### src/rtl/rom_port_pkg.sv
// Shared definitions for the ROM port responder: FSM state encoding and default watchdog limit.
// Latency: n/a (types and constants only).
// Backpressure: n/a.
package rom_port_pkg;

   // Access sequencer states: capture in IDLE, strobe in ISSUE, await backend in WAIT, ack in DONE.
   typedef enum logic [1:0] {
      IDLE  = 2'd0,
      ISSUE = 2'd1,
      WAIT  = 2'd2,
      DONE  = 2'd3
   } rom_port_state_t;

   // Default watchdog limit, in clk_sys cycles spent waiting for the backend.
   localparam int ROM_PORT_TIMEOUT_DEFAULT = 255;

endpackage

### src/rtl/rom_port_responder.sv
// Toggle-handshake port responder: turns one req/ack toggle into one backend access (read or byte-masked write).
// Latency: req toggle to ack toggle = 3 cycles + backend latency (4 with mem_rdy one cycle after mem_cs).
// Backpressure: one access in flight; port_* is sampled only in the IDLE capture cycle, a toggle while busy is not queued.
//
// Ports:
//   clk_sys, reset          sole clock; synchronous active-high reset
//   port_req / port_ack     request/acknowledge toggles; pending while they differ
//   port_a/ds/we/d, port_q  initiator address, byte strobes, direction, write data, read data
//   mem_cs/we/addr/be/wdata one-cycle backend strobe with the captured access fields
//   mem_rdata, mem_rdy      backend read data and one-cycle completion pulse
//   busy, err               access in progress; sticky watchdog flag
//
// Build option: define ROM_PORT_TIMEOUT_EN to enable the WAIT watchdog (TIMEOUT cycles), otherwise err is 0.
module rom_port_responder
   import rom_port_pkg::*;
#(
   parameter int AW      = 23,
   parameter int DW      = 16,
   parameter int TIMEOUT = ROM_PORT_TIMEOUT_DEFAULT
) (
   input  logic            clk_sys,
   input  logic            reset,
   input  logic            port_req,
   output logic            port_ack,
   input  logic [AW-1:0]   port_a,
   input  logic [DW/8-1:0] port_ds,
   input  logic            port_we,
   input  logic [DW-1:0]   port_d,
   output logic [DW-1:0]   port_q,
   output logic            mem_cs,
   output logic            mem_we,
   output logic [AW-1:0]   mem_addr,
   output logic [DW/8-1:0] mem_be,
   output logic [DW-1:0]   mem_wdata,
   input  logic [DW-1:0]   mem_rdata,
   input  logic            mem_rdy,
   output logic            busy,
   output logic            err
);

   if ((DW % 8) != 0 || TIMEOUT < 1) begin : g_bad_params
      $error("rom_port_responder: DW must be a multiple of 8 and TIMEOUT at least 1");
   end

   rom_port_state_t state_q, state_d;
   logic            req_pending;
   logic            timeout_hit;

   assign req_pending = (port_req != port_ack);
   assign busy        = (state_q != IDLE);

`ifdef ROM_PORT_TIMEOUT_EN
   localparam int CW = $clog2(TIMEOUT + 1);

   logic [CW-1:0] wd_cnt;
   logic          err_q;

   // Counts completed WAIT cycles; the TIMEOUT-th one without mem_rdy abandons the access.
   assign timeout_hit = (state_q == WAIT) && (wd_cnt == CW'(TIMEOUT - 1));
   assign err         = err_q;

   always_ff @(posedge clk_sys) begin
      if (reset) begin
         wd_cnt <= '0;
         err_q  <= 1'b0;
      end else if (state_q == WAIT && !mem_rdy) begin
         if (timeout_hit) begin
            wd_cnt <= '0;
            err_q  <= 1'b1;
         end else begin
            wd_cnt <= wd_cnt + 1'b1;
         end
      end else begin
         wd_cnt <= '0;
      end
   end
`else
   assign timeout_hit = 1'b0;
   assign err         = 1'b0;
`endif

   always_ff @(posedge clk_sys) begin
      if (reset) begin
         state_q <= IDLE;
      end else begin
         state_q <= state_d;
      end
   end

   always_comb begin
      state_d = state_q;
      case (state_q)
         IDLE:    if (req_pending) state_d = ISSUE;
         ISSUE:   state_d = WAIT;
         // mem_rdy wins over a watchdog expiry landing in the same cycle.
         WAIT:    if (mem_rdy || timeout_hit) state_d = DONE;
         DONE:    state_d = IDLE;
         default: state_d = IDLE;
      endcase
   end

   // The mem_* registers double as the capture registers, so they hold the
   // access fields for the whole access; mem_cs alone marks the issue cycle.
   always_ff @(posedge clk_sys) begin
      if (reset) begin
         port_ack  <= 1'b0;
         port_q    <= '0;
         mem_cs    <= 1'b0;
         mem_we    <= 1'b0;
         mem_addr  <= '0;
         mem_be    <= '0;
         mem_wdata <= '0;
      end else begin
         mem_cs <= 1'b0;
         case (state_q)
            IDLE: begin
               if (req_pending) begin
                  mem_cs    <= 1'b1;
                  mem_we    <= port_we;
                  mem_addr  <= port_a;
                  mem_be    <= port_ds;
                  mem_wdata <= port_d;
               end
            end
            WAIT: begin
               // Reads take the full backend word; strobes never mask read data.
               if (mem_rdy && !mem_we) port_q <= mem_rdata;
            end
            DONE: begin
               port_ack <= ~port_ack;
            end
            default: begin
            end
         endcase
      end
   end

endmodule

### config.mk
export PLATFORM = sky130hd
export DESIGN_NAME = rom_port_responder
export DESIGN_NICKNAME = d
export VERILOG_FILES = /design/src/rtl/rom_port_pkg.sv /design/src/rtl/rom_port_responder.sv
export SDC_FILE = /design/constraint.sdc
export NUM_CORES = 1
export LEC_CHECK = 0
export CAP_MARGIN = 20
export CORE_ASPECT_RATIO = 0.9
export CORE_MARGIN = 2
export CORE_UTILIZATION = 40
export CTS_CLUSTER_DIAMETER = 150
export DETAILED_ROUTE_END_ITERATION = 10
export GPL_TIMING_DRIVEN = 0
export PLACE_DENSITY = 0.78
export SLEW_MARGIN = 5
export SYNTH_ARGS = -nofsm -noshare
export SYNTH_HDL_FRONTEND = slang
export SYNTH_SLANG_ARGS = --single-unit
### constraint.sdc
create_clock -name clk_sys -period 3 [get_ports clk_sys]
set_input_delay 0.6 -clock clk_sys [delete_from_list [all_inputs] [get_ports clk_sys]]
set_output_delay 0.6 -clock clk_sys [all_outputs]
set_load 0.01 [all_outputs]
==> reports/qor.yml, run 1 <==
drt-wirelength-per-cell_um: 14.2
n_antenna_cell: 0
post_cts_buffers: 0
synth.largest_area_cell: "dfxtp_1"
hold_path.class: "reg2reg"
fmax_ghz: 0.366
fillers: 524
holdPathStages: 2
clockBufferDepth: 2
final_common_cell: "clkdlybuf4s50_1"
drive_gt1_frac: 0.0714
fin_crit_sh: 0.910
cts_made_buffers: 9
cts_root_buffer: "clkbuf_8"
cp_max_fo: 19
rsz0062_at_grt: "no"
hold_violations: 0
drt_iter0_drc: 62
r2r_start: "state_q[0]"
num_vias: 2519
multi_input_area_sq_um: 1010
tns_ns: 0
nNetsFinal: 484
crit_arrival_ns: 2.13
drv_cap: 0
pwr-share-clk: 0.201
worstMarginPinSlew_ns: 0.542
numPlacedInstances: 480
drcViolationCount: 0
ant_nets: 0
numPortBuffers: 121
finalPower_mw: 2.90
required_ns: 2.40
pwr-share-comb: 0.432
io_pins: 124
cts_tree: "yes"
grt_start_max_net_pins: 11
syn_to_final_growth_pct: 58.7
fin_ws_ns: 0.271
synth_area_leaders: "dfxtp_1 51%, a21oi_1 12%, nand3_1 8.2%"
maxSlewHeadroom: 0.638
leakagePower_nw: 1.38
p_sw_mw: 1.06
worstSetupEndpoint: "busy"
fin_area_sq_um: 3890
holdBufCountCts: 0
cts_resized: 0
detail_route.first_pass.iterations: 4
globalRouteOverflowTotal: 0
critical_path_class: "reg2out"
row_count: 27
cts_max_level: 3
regToRegEndpoint: "mem_wdata[8]"
dpl-instance-area_sq_um: 3760
maxSlewViolCount: 0
netlist.area_leader.share: 0.506
start_kind: "flip-flop"
sw_frac_of_total: 0.366
async_reset_ff_frac: 0
synthCells: 287
routed_wl_mm: 6.96
insertion_delay_ns: 0.34
synth_cell_types: 28
fin_crit_ns: 2.73
reg2reg_slack_ns: 1.04
synth_fp_nets: 353
outcome: "finished, final reports clean"
avgSynthCellArea_sq_um: 8.55
worstSetupStartpoint: "state_q[0]"
fin_skew_ns: 0.00613
internal_power_mw: 1.84
die_w_um: 86.6
max-vdd-ir-drop_mv: 0.376
dp_slack_ns: 0.450
dieHeight_um: 78.3
grtUsageTotal: 0.210
synth_edf_count: 0
core_sq_um: 6010
initial_utilization: 0.408
synth_warnings: 0
numClockSinks: 62
final_cell_mix: "121 x clkdlybuf4s50_1, 62 x dfxtp_1, 58 x a21oi_1"
ys_ff_latch: 62
p_per_area_nw_per_um2: 743
fin_util: 0.648
grt_pass1_wl_mm: 11.3
synth_ff_type: "dfxtp_1"
gp_congestion: 0.750
setup_viol: 0
path_clk_slew_ns: 0.06
yosysSeqAreaShare: 0.506
grt_pass1_vias: 2424
power_frac_seq: 0.367
fin_hold_ws_ns: 0.454
die_area_sq_um: 6780
ff2ff_path_depth: 7
fin_cells: 492
setup.worst_path.end_class: "output port"
hold_start: "port_q[9]"
antenna_found_initial: 0
seq_area_sq_um: 1240
dp_hpwl_mm: 4.98
syn_area_sq_um: 2450
viasPerCell: 5.12
[kinds of logic after synthesis]
group	Yosys count	synth area share
other cells	1	0.00153
compound gates	105	0.219
fa+ha+maj	4	0.0204
flops	62	0.506
simple gates	80	0.154
buf+inv	32	0.0826
xor+xnor	3	0.0168
[state kept, by name (all words and copies together) (netlist names)]
register / flops
mem_be: 2
mem_addr: 23
mem_cs: 1
mem_we: 1
port_ack: 1
state_q: 2
mem_wdata: 16
port_q: 16
[synthesized netlist by cell type, types with 2 or more instances]
master     n
dfxtp_1   62
a21oi_1   58
nand3_1   40
o21ai_0   38
nand2_1   32
clkbuf_1  14
o21ai_1    5
buf_2      4
buf_6      4
clkbuf_8   4
ha_1       4
inv_1      3
a211oi_1   2
buf_4      2
nand3_2    2
[cell type report]
type | instances | share of cell area
inverters | 4 | 0.00385
multi-input cells | 193 | 0.260
clock inverters | 3 | 0.00385
repair buffers | 121 | 0.311
plain buffers | 27 | 0.0472
flip-flops and latches | 62 | 0.319
clock buffers | 10 | 0.0328
well taps | 72 | 0.0231
[power by group through the flow]
stage	Clock [mW]	Sequential (mW)	Combinational, mW
6_report	0.582	1.06	1.25
5_1_grt	0.634	1.08	1.38
4_1_cts	0.594	1.06	1.26
3_5_place_dp	0	1.08	1.26
3_3_place_gp	0	1.07	1.24
2_1_floorplan	0	1.13	0.631
[worst min path at each step]
stage	end	slack [ns]
2_1_floorplan	port_q[10]	0.48
3_3_place_gp	port_q[13]	0.44
3_5_place_dp	port_q[9]	0.45
4_1_cts	port_q[9]	0.46
5_1_grt	port_q[7]	0.47
6_report	port_q[9]	0.45
[critical path, stage by stage, from the launching register on]
cell and delay [ns]:
dfxtp_1 0.32, inv_1 0.11, ha_1 0.16, buf_4 0.16, clkinv_1 0.41, clkdlybuf4s50_1 0.62
[routing by layer]
layer | part of all wire | vias up | track usage
li1 | - | 1251 | -
met1 | 0.43 | 1160 | 0.253
met2 | 0.47 | 99 | 0.338
met3 | 0.088 | 9 | 0.0883
met4 | 0.011 | 0 | 0.0641
met5 | 0 | - | 0
Note: power is estimated with default switching activity, not from simulation.
==> run 2, diff against run 1 <==
Settings changed: MAX_ROUTING_LAYER set to met4.
==> run 2 against run 1 <==
- via count barely moved
- setup slack got worse by 0.0023 ns
- critical path type unchanged
- cell area stayed put
- fmax about the same
- critical path depth is the same
- sequential cell count unchanged
- combinational power barely moved
==> reports/qor.yml, run 2 (same netlist as run 1, synthesis figures left out) <==
grt_pass1_wl_mm: 11.3  # -0.19%
outcome: "finished, final reports clean"
setup.worst_path.end_class: "output port"
numPortBuffers: 121  # unchanged
nNetsFinal: 484  # unchanged
path_clk_slew_ns: 0.06  # about the same
die_w_um: 86.6  # unchanged
num_vias: 2517  # -0.079%
syn_to_final_growth_pct: 58.7  # unchanged
start_kind: "flip-flop"
io_pins: 124  # unchanged
max-vdd-ir-drop_mv: 0.374  # -0.51%
viasPerCell: 5.12  # about the same
drt_iter0_drc: 84  # +35%
cts_tree: "yes"
maxSlewHeadroom: 0.637  # -0.00131
fin_crit_ns: 2.73  # +0.00226 ns
core_sq_um: 6010  # unchanged
ant_nets: 0  # unchanged
dp_hpwl_mm: 4.98  # unchanged
initial_utilization: 0.408  # unchanged
ff2ff_path_depth: 7  # unchanged
final_common_cell: "clkdlybuf4s50_1"
globalRouteOverflowTotal: 0  # unchanged
critical_path_class: "reg2out"
n_antenna_cell: 0  # unchanged
tns_ns: 0  # unchanged
holdBufCountCts: 0  # unchanged
finalPower_mw: 2.90  # about the same
top_register: "mem_addr"
row_count: 27  # unchanged
cp_max_fo: 19  # unchanged
fmax_ghz: 0.366  # about the same
gp_congestion: 0.760  # +1.3%
multi_input_area_sq_um: 1010  # unchanged
routed_wl_mm: 6.96  # about the same
fin_crit_sh: 0.911  # about the same
cts_resized: 0  # unchanged
cts_root_buffer: "clkbuf_8"
grt_pass1_vias: 2427  # +0.12%
grt_start_max_net_pins: 11  # unchanged
fillers: 524  # unchanged
antenna_found_initial: 0  # unchanged
maxSlewViolCount: 0  # unchanged
numClockSinks: 62  # unchanged
detail_route.first_pass.iterations: 4  # unchanged
drive_gt1_frac: 0.0714  # unchanged
worstMarginPinSlew_ns: 0.544  # +0.00196 ns
p_per_area_nw_per_um2: 743  # about the same
largestRegisters: "mem_addr: 23 flops, mem_wdata: 16 flops, port_q: 16 flops"
drv_cap: 0  # unchanged
rsz0062_at_grt: "no"
leakagePower_nw: 1.38  # unchanged
dieHeight_um: 78.3  # unchanged
hold_violations: 0  # unchanged
final_cell_mix: "121 x clkdlybuf4s50_1, 62 x dfxtp_1, 58 x a21oi_1"
fin_skew_ns: 0.00624  # +0.000103 ns
cts_made_buffers: 9  # unchanged
required_ns: 2.40  # about the same
holdPathStages: 2  # unchanged
seq_area_sq_um: 1240  # unchanged
grtUsageTotal: 0.215  # +0.00552
die_area_sq_um: 6780  # unchanged
hold_path.class: "reg2reg"
drt-wirelength-per-cell_um: 14.2  # about the same
setup_viol: 0  # unchanged
cts_max_level: 3  # unchanged
insertion_delay_ns: 0.33  # about the same
post_cts_buffers: 0  # unchanged
largest_reg_flops: 23  # unchanged
clockBufferDepth: 2  # unchanged
drcViolationCount: 0  # unchanged
crit_arrival_ns: 2.13  # about the same
==> run 2: metal layers <==
metal	vias to the layer above	global-route usage	share of wire	wire, um
met2	93	0.338	0.47	3280
met5	-	-	0	0
li1	1250	-	-	-
met1	1165	0.257	0.44	3060
met4	0	0.0641	0.011	79
met3	9	0.0820	0.078	546
==> run 2: cell type report <==
class | instances | area share
multi-input combinational | 193 | 0.260
buffer | 27 | 0.0472
inverter | 4 | 0.00385
tap | 72 | 0.0231
sequential | 62 | 0.319
clock buffer | 10 | 0.0328
timing repair buffer | 121 | 0.311
clock inverter | 3 | 0.00385
==> run 2: final timing paths <==
check	slack, ns	startpoint	end
hold / removal	0.45	port_q[9]	port_q[9]
setup reg to reg	1.04	state_q[0]	mem_wdata[8]
setup / recovery	0.27	state_q[0]	busy
hold reg to reg	0.45	port_q[9]	port_q[9]
==> run 2: critical path: stages, from the launching register on <==
cell	delay (ns)
dfxtp_1	0.32
inv_1	0.11
ha_1	0.16
buf_4	0.16
clkinv_1	0.41
clkdlybuf4s50_1	0.62
==> run 2: stage by stage <==
step / utilization / hold slack [ns] / setup WS (ns) / cells / instance area [sq um]
floorplan: - / 0.478 / 1.27 / 287 / 2450
global placement: 0.625 / 0.441 / 0.479 / 480 / 3760
detailed placement: 0.625 / 0.448 / 0.450 / 480 / 3760
CTS: 0.648 / 0.457 / 0.0864 / 493 / 3900
global route: 0.648 / 0.471 / 0.0614 / 492 / 3890
finish: 0.648 / 0.454 / 0.268 / 492 / 3890
==> run 2: power by group <==
group / switching [mW] / internal [mW] / total [mW]
Combinational: 0.674 / 0.576 / 1.25
Sequential: 0.0829 / 0.980 / 1.06
Clock: 0.301 / 0.281 / 0.582
